File: config.mk
export PLATFORM = sky130hd
export DESIGN_NAME = execute_stage_control_flat
export DESIGN_NICKNAME = d
export VERILOG_FILES = /design/src/rtl/execute_stage_control_if.sv /design/src/rtl/execute_stage_control.sv /design/src/flat_wrapper.sv
export SDC_FILE = /design/constraint.sdc
export NUM_CORES = 1
export LEC_CHECK = 0
export ABC_AREA = 1
export CAP_MARGIN = 20
export CORE_ASPECT_RATIO = 1.5
export CORE_MARGIN = 5
export CORE_UTILIZATION = 43
export DETAILED_ROUTE_END_ITERATION = 7
export MAX_ROUTING_LAYER = met4
export PLACE_DENSITY = 0.76
export SYNTH_ARGS = -nofsm -noshare
export SYNTH_HDL_FRONTEND = slang
export SYNTH_SLANG_ARGS = --single-unit
File: constraint.sdc
create_clock -name clk -period 1.65 [get_ports clk]
set_input_delay 0.495 -clock clk [delete_from_list [all_inputs] [get_ports clk]]
set_output_delay 0.495 -clock clk [all_outputs]
set_load 0.1 [all_outputs]
File: src/rtl/execute_stage_control_if.sv
// Decode/execute boundary signals between the decode stage and execute_stage_control.
// dbg_* expose the controller's internal state for observation.
interface execute_stage_control_if #(
  parameter int REGISTER_INDEX_WIDTH = 5
);
  logic                            id_valid;
  logic [REGISTER_INDEX_WIDTH-1:0] id_src1;
  logic [REGISTER_INDEX_WIDTH-1:0] id_src2;
  logic [REGISTER_INDEX_WIDTH-1:0] id_dst;
  logic                            id_reg_write;
  logic                            id_mem_to_reg;
  logic                            id_d_cache_access;
  logic                            id_is_mul;
  logic                            dcache_ready;
  logic                            branch_taken;
  logic                            stall_out;
  logic                            execution_empty_out;
  logic                            set_nop_out;
  logic                            mul_done_out;
  logic [1:0]                      dbg_state;
  logic                            dbg_load_pending;

  modport master (
    output id_valid, id_src1, id_src2, id_dst, id_reg_write, id_mem_to_reg,
           id_d_cache_access, id_is_mul, dcache_ready, branch_taken,
    input  stall_out, execution_empty_out, set_nop_out, mul_done_out,
           dbg_state, dbg_load_pending
  );

  modport slave (
    input  id_valid, id_src1, id_src2, id_dst, id_reg_write, id_mem_to_reg,
           id_d_cache_access, id_is_mul, dcache_ready, branch_taken,
    output stall_out, execution_empty_out, set_nop_out, mul_done_out,
           dbg_state, dbg_load_pending
  );
endinterface

File: src/rtl/execute_stage_control.sv
// Stall / bubble / execute-empty control for the decode->execute register.
// Tracks in-flight multiplies, d-cache accesses and a pending load result; state moves on negedge.
module execute_stage_control #(
  parameter int REGISTER_INDEX_WIDTH = 5,
  parameter int MUL_LATENCY          = 5
) (
  input logic                    clk,
  input logic                    rst_n,
  execute_stage_control_if.slave bus
);
  typedef enum logic [1:0] {
    S_EMPTY = 2'd0,
    S_MUL   = 2'd1,
    S_MEM   = 2'd2
  } state_t;

  localparam logic [3:0] MUL_INIT = 4'(MUL_LATENCY - 1);

  state_t                          r_state, w_state_nxt;
  logic [3:0]                      r_cnt, w_cnt_nxt;
  logic                            r_load_pending, w_pending_nxt;
  logic                            r_load_armed, w_armed_nxt;
  logic [REGISTER_INDEX_WIDTH-1:0] r_load_dst, w_dst_nxt;
  logic                            r_mul_done, w_mul_done_nxt;

  logic w_empty, w_hit, w_load_use, w_set_nop, w_stall, w_accept, w_is_load;

  // Handshake: an instruction moves into execute at a negedge only when id_valid is high
  // and the block shows empty with neither stall nor bubble; otherwise decode holds it.
  always_comb begin
    w_empty    = (r_state == S_EMPTY);
    w_hit      = bus.id_valid & (r_load_dst != '0) &
                 ((bus.id_src1 == r_load_dst) | (bus.id_src2 == r_load_dst));
    w_load_use = r_load_pending & w_hit;
    w_set_nop  = w_empty & (bus.branch_taken | w_load_use);
    w_stall    = ~w_empty | (w_load_use & ~bus.branch_taken);
    w_accept   = bus.id_valid & ~w_stall & w_empty & ~w_set_nop;
    w_is_load  = bus.id_mem_to_reg & bus.id_reg_write & (bus.id_dst != '0);
  end

  always_comb begin
    w_state_nxt    = r_state;
    w_cnt_nxt      = r_cnt;
    w_pending_nxt  = r_load_pending;
    w_armed_nxt    = r_load_armed;
    w_dst_nxt      = r_load_dst;
    w_mul_done_nxt = 1'b0;
    case (r_state)
      S_EMPTY: begin
        // A pending load result is only visible for a single EMPTY cycle.
        w_pending_nxt = 1'b0;
        if (w_accept) begin
          if (bus.id_is_mul) begin
            w_state_nxt = S_MUL;
            w_cnt_nxt   = MUL_INIT;
          end else if (bus.id_d_cache_access) begin
            w_state_nxt = S_MEM;
          end
          if (w_is_load) begin
            w_dst_nxt = bus.id_dst;
            if (bus.id_is_mul | bus.id_d_cache_access) w_armed_nxt   = 1'b1;
            else                                       w_pending_nxt = 1'b1;
          end
        end
      end
      S_MUL: begin
        if (r_cnt == 4'd0) begin
          w_state_nxt    = S_EMPTY;
          w_mul_done_nxt = 1'b1;
          w_pending_nxt  = r_load_armed;
          w_armed_nxt    = 1'b0;
        end else begin
          w_cnt_nxt = r_cnt - 4'd1;
        end
      end
      S_MEM: begin
        if (bus.dcache_ready) begin
          w_state_nxt   = S_EMPTY;
          w_pending_nxt = r_load_armed;
          w_armed_nxt   = 1'b0;
        end
      end
      default: w_state_nxt = S_EMPTY;
    endcase
  end

  always_ff @(negedge clk or negedge rst_n) begin
    if (!rst_n) begin
      r_state        <= S_EMPTY;
      r_cnt          <= 4'd0;
      r_load_pending <= 1'b0;
      r_load_armed   <= 1'b0;
      r_load_dst     <= '0;
      r_mul_done     <= 1'b0;
    end else begin
      r_state        <= w_state_nxt;
      r_cnt          <= w_cnt_nxt;
      r_load_pending <= w_pending_nxt;
      r_load_armed   <= w_armed_nxt;
      r_load_dst     <= w_dst_nxt;
      r_mul_done     <= w_mul_done_nxt;
    end
  end

  assign bus.stall_out           = w_stall;
  assign bus.execution_empty_out = w_empty;
  assign bus.set_nop_out         = w_set_nop;
  assign bus.mul_done_out        = r_mul_done;
  assign bus.dbg_state           = r_state;
  assign bus.dbg_load_pending    = r_load_pending;
endmodule
File: src/flat_wrapper.sv
// flat-port wrapper written by rule: the top's interface ports become plain ports
module execute_stage_control_flat 
#(
  parameter int REGISTER_INDEX_WIDTH = 5,
  parameter int MUL_LATENCY          = 5
)
  (clk, rst_n, bus_id_valid, bus_id_src1, bus_id_src2, bus_id_dst, bus_id_reg_write, bus_id_mem_to_reg, bus_id_d_cache_access, bus_id_is_mul, bus_dcache_ready, bus_branch_taken, bus_stall_out, bus_execution_empty_out, bus_set_nop_out, bus_mul_done_out, bus_dbg_state, bus_dbg_load_pending);
  execute_stage_control_if #(.REGISTER_INDEX_WIDTH(REGISTER_INDEX_WIDTH)) bus_i ();
  input logic clk;
  input logic rst_n;
  input wire logic [$bits(bus_i.id_valid)-1:0] bus_id_valid;
  input wire logic [$bits(bus_i.id_src1)-1:0] bus_id_src1;
  input wire logic [$bits(bus_i.id_src2)-1:0] bus_id_src2;
  input wire logic [$bits(bus_i.id_dst)-1:0] bus_id_dst;
  input wire logic [$bits(bus_i.id_reg_write)-1:0] bus_id_reg_write;
  input wire logic [$bits(bus_i.id_mem_to_reg)-1:0] bus_id_mem_to_reg;
  input wire logic [$bits(bus_i.id_d_cache_access)-1:0] bus_id_d_cache_access;
  input wire logic [$bits(bus_i.id_is_mul)-1:0] bus_id_is_mul;
  input wire logic [$bits(bus_i.dcache_ready)-1:0] bus_dcache_ready;
  input wire logic [$bits(bus_i.branch_taken)-1:0] bus_branch_taken;
  output wire logic [$bits(bus_i.stall_out)-1:0] bus_stall_out;
  output wire logic [$bits(bus_i.execution_empty_out)-1:0] bus_execution_empty_out;
  output wire logic [$bits(bus_i.set_nop_out)-1:0] bus_set_nop_out;
  output wire logic [$bits(bus_i.mul_done_out)-1:0] bus_mul_done_out;
  output wire logic [$bits(bus_i.dbg_state)-1:0] bus_dbg_state;
  output wire logic [$bits(bus_i.dbg_load_pending)-1:0] bus_dbg_load_pending;
  assign bus_i.id_valid = bus_id_valid;
  assign bus_i.id_src1 = bus_id_src1;
  assign bus_i.id_src2 = bus_id_src2;
  assign bus_i.id_dst = bus_id_dst;
  assign bus_i.id_reg_write = bus_id_reg_write;
  assign bus_i.id_mem_to_reg = bus_id_mem_to_reg;
  assign bus_i.id_d_cache_access = bus_id_d_cache_access;
  assign bus_i.id_is_mul = bus_id_is_mul;
  assign bus_i.dcache_ready = bus_dcache_ready;
  assign bus_i.branch_taken = bus_branch_taken;
  assign bus_stall_out = bus_i.stall_out;
  assign bus_execution_empty_out = bus_i.execution_empty_out;
  assign bus_set_nop_out = bus_i.set_nop_out;
  assign bus_mul_done_out = bus_i.mul_done_out;
  assign bus_dbg_state = bus_i.dbg_state;
  assign bus_dbg_load_pending = bus_i.dbg_load_pending;
  execute_stage_control #(.REGISTER_INDEX_WIDTH(REGISTER_INDEX_WIDTH), .MUL_LATENCY(MUL_LATENCY)) u_core (.clk(clk), .rst_n(rst_n), .bus(bus_i));
endmodule
== Word-level counts from Yosys, hierarchy flattened ==
Cells that the tools add are included.
Widths: inputs -> output; s select.

* Register bits: 14
* Input port bits: 24
* Output and inout bits: 7

* $add $sub $neg: 1
* Eq/ne operators: 12
* Mux-type cells: 24
* Bitwise gates (word level): 18
* Reductions and logical operators: 11

{| class="wikitable"
|+ Operators with widths
! operator !! number
|-
| $mux 1 || 12
|-
| $mux 4 || 3
|-
| $and 1x1->1 || 10
|-
| $eq 5x5->1 || 2
|-
| $mux 2 || 5
|-
| $reduce_bool 5->1 || 2
|-
| $ne 2x1->1 const B || 4
|-
| $pmux 4 s2 || 1
|-
| $reduce_and 4->1 || 2
|-
| $ne 2x2->1 const B || 3
|-
| $pmux 1 s3 || 2
|-
| $pmux 2 s3 || 1
|-
| $reduce_and 3->1 || 2
|-
| $reduce_and 6->1 || 1
|-
| $logic_not 4->1 || 1
|-
| $not 1->1 || 4
|-
| $or 1x1->1 || 4
|-
| $sub 4x1->4 const B || 1
|-
| $ne 3x3->1 const B || 1
|-
| $reduce_bool 3->1 || 1
|-
| $eq 2x1->1 const B || 1
|-
| $eq 2x2->1 const B || 1
|-
| $logic_not 2->1 || 1
|-
| $reduce_bool 2->1 || 1
|}

== Depth between registers and ports, before layout ==
Gate-level depths: netlist of the first run.

* Word-level depth: 12
* Gate-level depth with buffers: 12
* Gate-level depth less buffers: 12

==> metrics, run 1 <==
initial antenna violation count=0; core footprint=between 2000 and 2500 um^2; register area share after synthesis=0.3423; Crit Path Category=flop to output pin; Setup WS post-layout=-1.494 ns; Crit path required time=around 1.2 ns; dominant cells by area after synthesis=dfrtn_1 34%, nand2_1 18%, inv_1 9.5%; largest net degree at the start of global routing=15; Post-synth top cells=48 x nand2_1, 26 x inv_1, 15 x nor2_1; slew margin rel.=0.7864; failing checks=setup timing; hold_buf cts=0; 1st-iter DRT viols=23; 1st-pass router iterations=4; number of flops mapped to enable cells by yosys=0; Netlist Area Pre-Place=slightly above 1000 um^2; Inst Count DP=228; starting density of the core=0.4529; static power due to leakage=~1.1 nW; Post-synth top flop=dfrtn_1; ratio of cells with drive above 1 in the final layout=0.3410; clock root cell=clkbuf_4; worst hold path type=flop to flop; Rows=21; Detail Placement HPWL=between 2000 and 2500 um; CTS Buffer Depth=2; unrepaired setup endpoints after global routing=yes; status=complete, but fails checks; top-area cell type share of the netlist area=0.3423; Yosys top cell by area=dfrtn_1; CTS buffer count=3; Final Skew=0.003611 ns; die area=roughly 3500 um^2; Worst-Margin Slew=between 0.3 and 0.4 ns; Non-Filler Instances=240; Mapped Cells=154; number of register bits inferred by synthesis=14; total power=approximately 3.4 mW; via count=around 1,200; Peak VDD IR=0.001476 V; Die X=49.84 um; PD cells=~1800 nW/um^2; Worst setup EP type=output pin; top-count cell post-synth=nand2_1; Port Buffers=30; Syn Nets=between 150 and 200; nets=between 200 and 250; GPL Wtd Cong=a little under 0.8; syn avg cell area=6.646 um^2; # clock sinks=14; vias per cell=between 5 and 6; ANT cells=0; total number of yosys warnings=0; later-pin clock latency in the skew report=roughly 0.29 ns; DRT antenna net count=0; TritonCTS clock tree=built; num ports=31; Yosys cell types=19; WP data arrival=between 2 and 3 ns; Clock transition at path regs=about 0.070 ns; GRT Util Overall=0.1839; H-tree levels=1; kind of start point of the critical path=flop; final hold vios=0; Slew Viols, Final=0; reg2reg start=u_core.bus.dbg_state[1]$_DFFE_NN0P_; # Max-Cap Violations=0; Post-Route WL=roughly 3300 um; Die Y=approximately 70 um; crit-path max FO=4; DR WL/cell=about 14 um; gr ovfl total=0; first-pass GRT wire length=a little over 5000 um; ys async rst share=1.000; Hold Crit Start=u_core.r_load_armed$_DFFE_NN0P_; final setup vio count=20; synthesis-to-finish area growth=82.27%; DR DRC count=0; vias in the first global route=approximately 1,200; Critical Path Source=u_core.r_load_dst[3]$_DFFE_NN0P_
-- worst paths after layout --
check	end	slack (ns)	depth (start not counted)
min reg2reg	u_core.r_load_armed$_DFFE_NN0P_	0.42	2
max in group asynchronous	u_core.bus.dbg_state[0]$_DFFE_NN0P_	0.25	2
min	u_core.r_load_armed$_DFFE_NN0P_	0.42	2
min in group asynchronous	u_core.r_load_armed$_DFFE_NN0P_	1.24	2
max reg2reg	u_core.r_cnt[0]$_DFFE_NN0P_	-0.33	11
max	bus_stall_out	-1.49	9
-- through the flow --
stage / setup TNS, ns / instance area (um^2) / util / worst slack [ns] / hold WS, ns
2_1_floorplan: -14.65 / 1086 / - / -1.757 / 0.4022
3_3_place_gp: -19.89 / 1664 / 0.7364 / -1.169 / 0.4196
3_5_place_dp: -20.68 / 1664 / 0.7364 / -1.207 / 0.4188
4_1_cts: -19.09 / 1778 / 0.7868 / -1.450 / 0.4210
5_1_grt: -17.16 / 1866 / 0.8256 / -1.579 / 0.4721
6_report: -15.37 / 1866 / 0.8256 / -1.494 / 0.4179
-- layout make-up --
type	instances	area, um^2
sequential	14	350.3
fill	125	394.1
multi-input combinational	109	671.9
tap	23	28.78
clock buffer	4	36.28
timing repair buffer	60	660.6
inverter	30	117.6
-- registers in the layout, summed over array words and instances (netlist names) --
name                         count
u_core.bus.dbg_state             2
u_core.r_load_dst                5
u_core.r_load_armed              1
u_core.bus.dbg_load_pending      1
u_core.bus.mul_done_out          1
u_core.r_cnt                     4
-- power breakdown --
group          internal, mW  switching (mW)  total, mW  leakage, nW
Sequential            0.507           0.130      0.637        0.177
Combinational          1.07            1.43       2.50        0.882
Clock                 0.134           0.126      0.261       0.0210
-- kinds of logic after synthesis --
kind of cell,share of synthesized area
adder cells (fa/ha/maj),0.07335
flip-flops,0.3423
AO/OA/AOI/OAI,0.1015
buffers and inverters,0.1174
AND/OR/NAND/NOR,0.3313
XOR/XNOR,0.03424
-- layout by cell type (no fill, tap or decap), types with 2 or more instances in the layout --
cell type / instances
buf_12: 9
buf_4: 24
buf_6: 4
clkbuf_2: 2
clkbuf_4: 3
clkdlybuf4s50_1: 7
dfrtn_1: 14
dlymetal6s2s_1: 14
ha_1: 5
inv_1: 19
inv_2: 10
nand2_1: 45
nand2_2: 2
nand2_4: 5
nand3_1: 7
nor2_1: 11
nor2_2: 4
nor3_1: 2
o21ai_0: 4
o21ai_1: 11
xor2_1: 2
-- critical path, cell delays in order (launching register included) --
cell and delay, ns:
dfrtn_1 0.38, buf_4 0.14, nor3_1 0.29, nand3_1 0.15, nand3_1 0.13, inv_2 0.06, nand2_4 0.07, buf_12 0.10
o21ai_4 0.05, buf_12 0.16
-- routing by layer --
layer	part of all wire	up-vias	track usage
li1	-	598	-
met4	0.017	0	0.03499
met1	0.36	564	0.1910
met3	0.049	9	0.03441
met5	0	-	-
met2	0.57	41	0.3470
-- repair_timing --
| action | CTS | global route |
|---|---|---|
| resized for setup | 13 | 32 |
| endpoints found under the setup margin | 20 | 20 |
| buffers inserted | 4 | 6 |
| pin swaps | 5 | 11 |
Power figures use the tool's default switching activity.
==> run 2: changes to the inputs <==
--- a/config.mk
+++ b/config.mk
@@ -13,6 +13,7 @@
 export DETAILED_ROUTE_END_ITERATION = 7
 export MAX_ROUTING_LAYER = met4
 export PLACE_DENSITY = 0.76
+export SKIP_CTS_REPAIR_TIMING = 1
 export SYNTH_ARGS = -nofsm -noshare
 export SYNTH_HDL_FRONTEND = slang
 export SYNTH_SLANG_ARGS = --single-unit
==> run 2 against run 1 <==
  * The flow still finishes with violations (setup timing)
  * Combinational power shrank 7%
  * Die area is the same
  * Clock power down 2%
  * Design area fell by 4.6%
  * Global-route usage shrank 1.9 points
  * Via count down 1.7%
  * Clock skew is 0.0035 ns higher
  * Sequential cell count is the same
  * Worst setup slack barely moved
  * Utilization decreased by 3.8 points
  * Routed wire length shrank 8.7%
  * Sequential power hardly changed
  * Largest cell class unchanged
  * Largest power group unchanged
==> metrics, run 2 (synthesis results as in run 1) <==
status=complete, but fails checks; failing checks=setup timing; num ports=31; kind of start point of the critical path=flop; Layout Utilization=0.7879; first-pass GRT wire length=roughly 4600 um; Crit path required time=between 1 and 1.5 ns; met3 Track Usage GR=0.03441; grt peak-use layer=met2; 1st-pass router iterations=4; DR DRC count=0; Post-Route WL=a little over 3000 um; initial antenna violation count=0; Critical Path Source=u_core.r_load_dst[0]$_DFFE_NN0P_; final setup vio count=20; DR WL/cell=~13 um; later-pin clock latency in the skew report=a little under 0.3 ns; fillcell total=143; nets=between 200 and 250; met1 usage=0.1753; max reg flops=5; Biggest register=u_core.r_load_dst; static power due to leakage=about 1.0 nW; vias per cell=5.008; Crit Path Category=flop to output pin; crit-path max FO=4; DRT antenna net count=0; worst hold path type=flop to flop; r2r endpoint=u_core.r_load_armed$_DFFE_NN0P_; reg2reg start=u_core.r_load_dst[3]$_DFFE_NN0P_; clock root cell=clkbuf_4; largest net degree at the start of global routing=15; Place WS=-1.207 ns; starting density of the core=0.4529; Die X=about 50 um; via count=between 1,000 and 1,500; Final Skew=about 0.0072 ns; PD cells=1804 nW/um^2; Port Buffers=30; # Max-Cap Violations=0; final hold vios=0; FF+latch area=350.3 um^2; CTS Buffer Depth=2; commonest non-fill, non-tap cell in the layout=nand2_1; GRT Util Overall=0.1645; most frequent cells in the layout=41 x nand2_1, 21 x buf_4, 19 x inv_1; GRT met2 Usage=0.3017; Reg2Reg Depth=12; Peak VDD IR=~0.0017 V; core footprint=2260 um^2; gr ovfl total=0; multi-input logic area=around 630 um^2; critical path endpoint=bus_set_nop_out; vias in the first global route=1,081; # clock sinks=14; Slew Viols, Final=0; Detail Placement HPWL=around 2300 um; Setup WS post-layout=-1.494 ns; TritonCTS clock tree=built; H-tree levels=1; Worst-Margin Slew=0.2992 ns; ratio of cells with drive above 1 in the final layout=0.3488; Worst setup EP type=output pin; Inst Count DP=228; unrepaired setup endpoints after global routing=yes; slew margin rel.=0.7992; ANT cells=0; Die Y=between 60 and 70 um; Reg2Reg Setup Slack=-0.11 ns; die area=3476 um^2; Non-Filler Instances=roughly 240; 1st-iter DRT viols=20; synthesis-to-finish area growth=73.96%; CTS buffer count=3; GPL Wtd Cong=0.7699; Clock transition at path regs=0.07 ns; Rows=21; WP data arrival=2.65 ns
[run 2: stage by stage]
stage	hold WS (ns)	area [um^2]	power, mW	TNS [ns]
after floorplan	0.4022	1086	2.015	-14.65
after global placement	0.4196	1664	2.753	-19.89
after detailed placement	0.4188	1664	2.820	-20.68
after CTS	0.4210	1700	3.089	-18.06
after global routing	0.4701	1780	3.420	-15.83
final	0.4155	1780	3.213	-14.45
[run 2: final cells by class]
cell class,instances,share of cell area
clock buffers,4,0.02038
inverters,30,0.06606
multi-input cells,109,0.3563
flip-flops and latches,14,0.1968
well taps,23,0.01616
repair buffers,57,0.3415
repair inverters,1,0.002811
[run 2: worst min-delay path by stage]
stage | startpoint | endpoint | slack (ns) | depth (start not counted)
CTS | u_core.r_load_armed$_DFFE_NN0P_ | u_core.r_load_armed$_DFFE_NN0P_ | 0.42 | 2
floorplan | u_core.r_load_armed$_DFFE_NN0P_ | u_core.r_load_armed$_DFFE_NN0P_ | 0.40 | 2
detailed placement | u_core.r_load_armed$_DFFE_NN0P_ | u_core.r_load_armed$_DFFE_NN0P_ | 0.42 | 2
global placement | u_core.r_load_armed$_DFFE_NN0P_ | u_core.r_load_armed$_DFFE_NN0P_ | 0.42 | 2
global route | u_core.r_load_armed$_DFFE_NN0P_ | u_core.r_load_armed$_DFFE_NN0P_ | 0.47 | 2
finish | u_core.r_load_armed$_DFFE_NN0P_ | u_core.r_load_armed$_DFFE_NN0P_ | 0.42 | 2
[run 2: routing by layer]
layer / vias to the layer above / routed length [um]
met5: - / 0
met4: 0 / 33
met3: 6 / 156
met2: 33 / 1742
met1: 560 / 1111
li1: 593 / -
[run 2: worst max-delay path: stages (launching register included)]
cell and delay (ns):
dfrtn_1 0.50, inv_2 0.06, nand2_1 0.06, nand2_1 0.05, nor2_1 0.10, nand3_1 0.10, nand2_2 0.10, nand2_4 0.07
buf_12 0.13, a21boi_4 0.17, buf_12 0.19
[run 2: power breakdown]
group / internal [mW] / switching (mW)
clock: 0.134 / 0.122
sequential: 0.506 / 0.132
combinational: 0.992 / 1.33
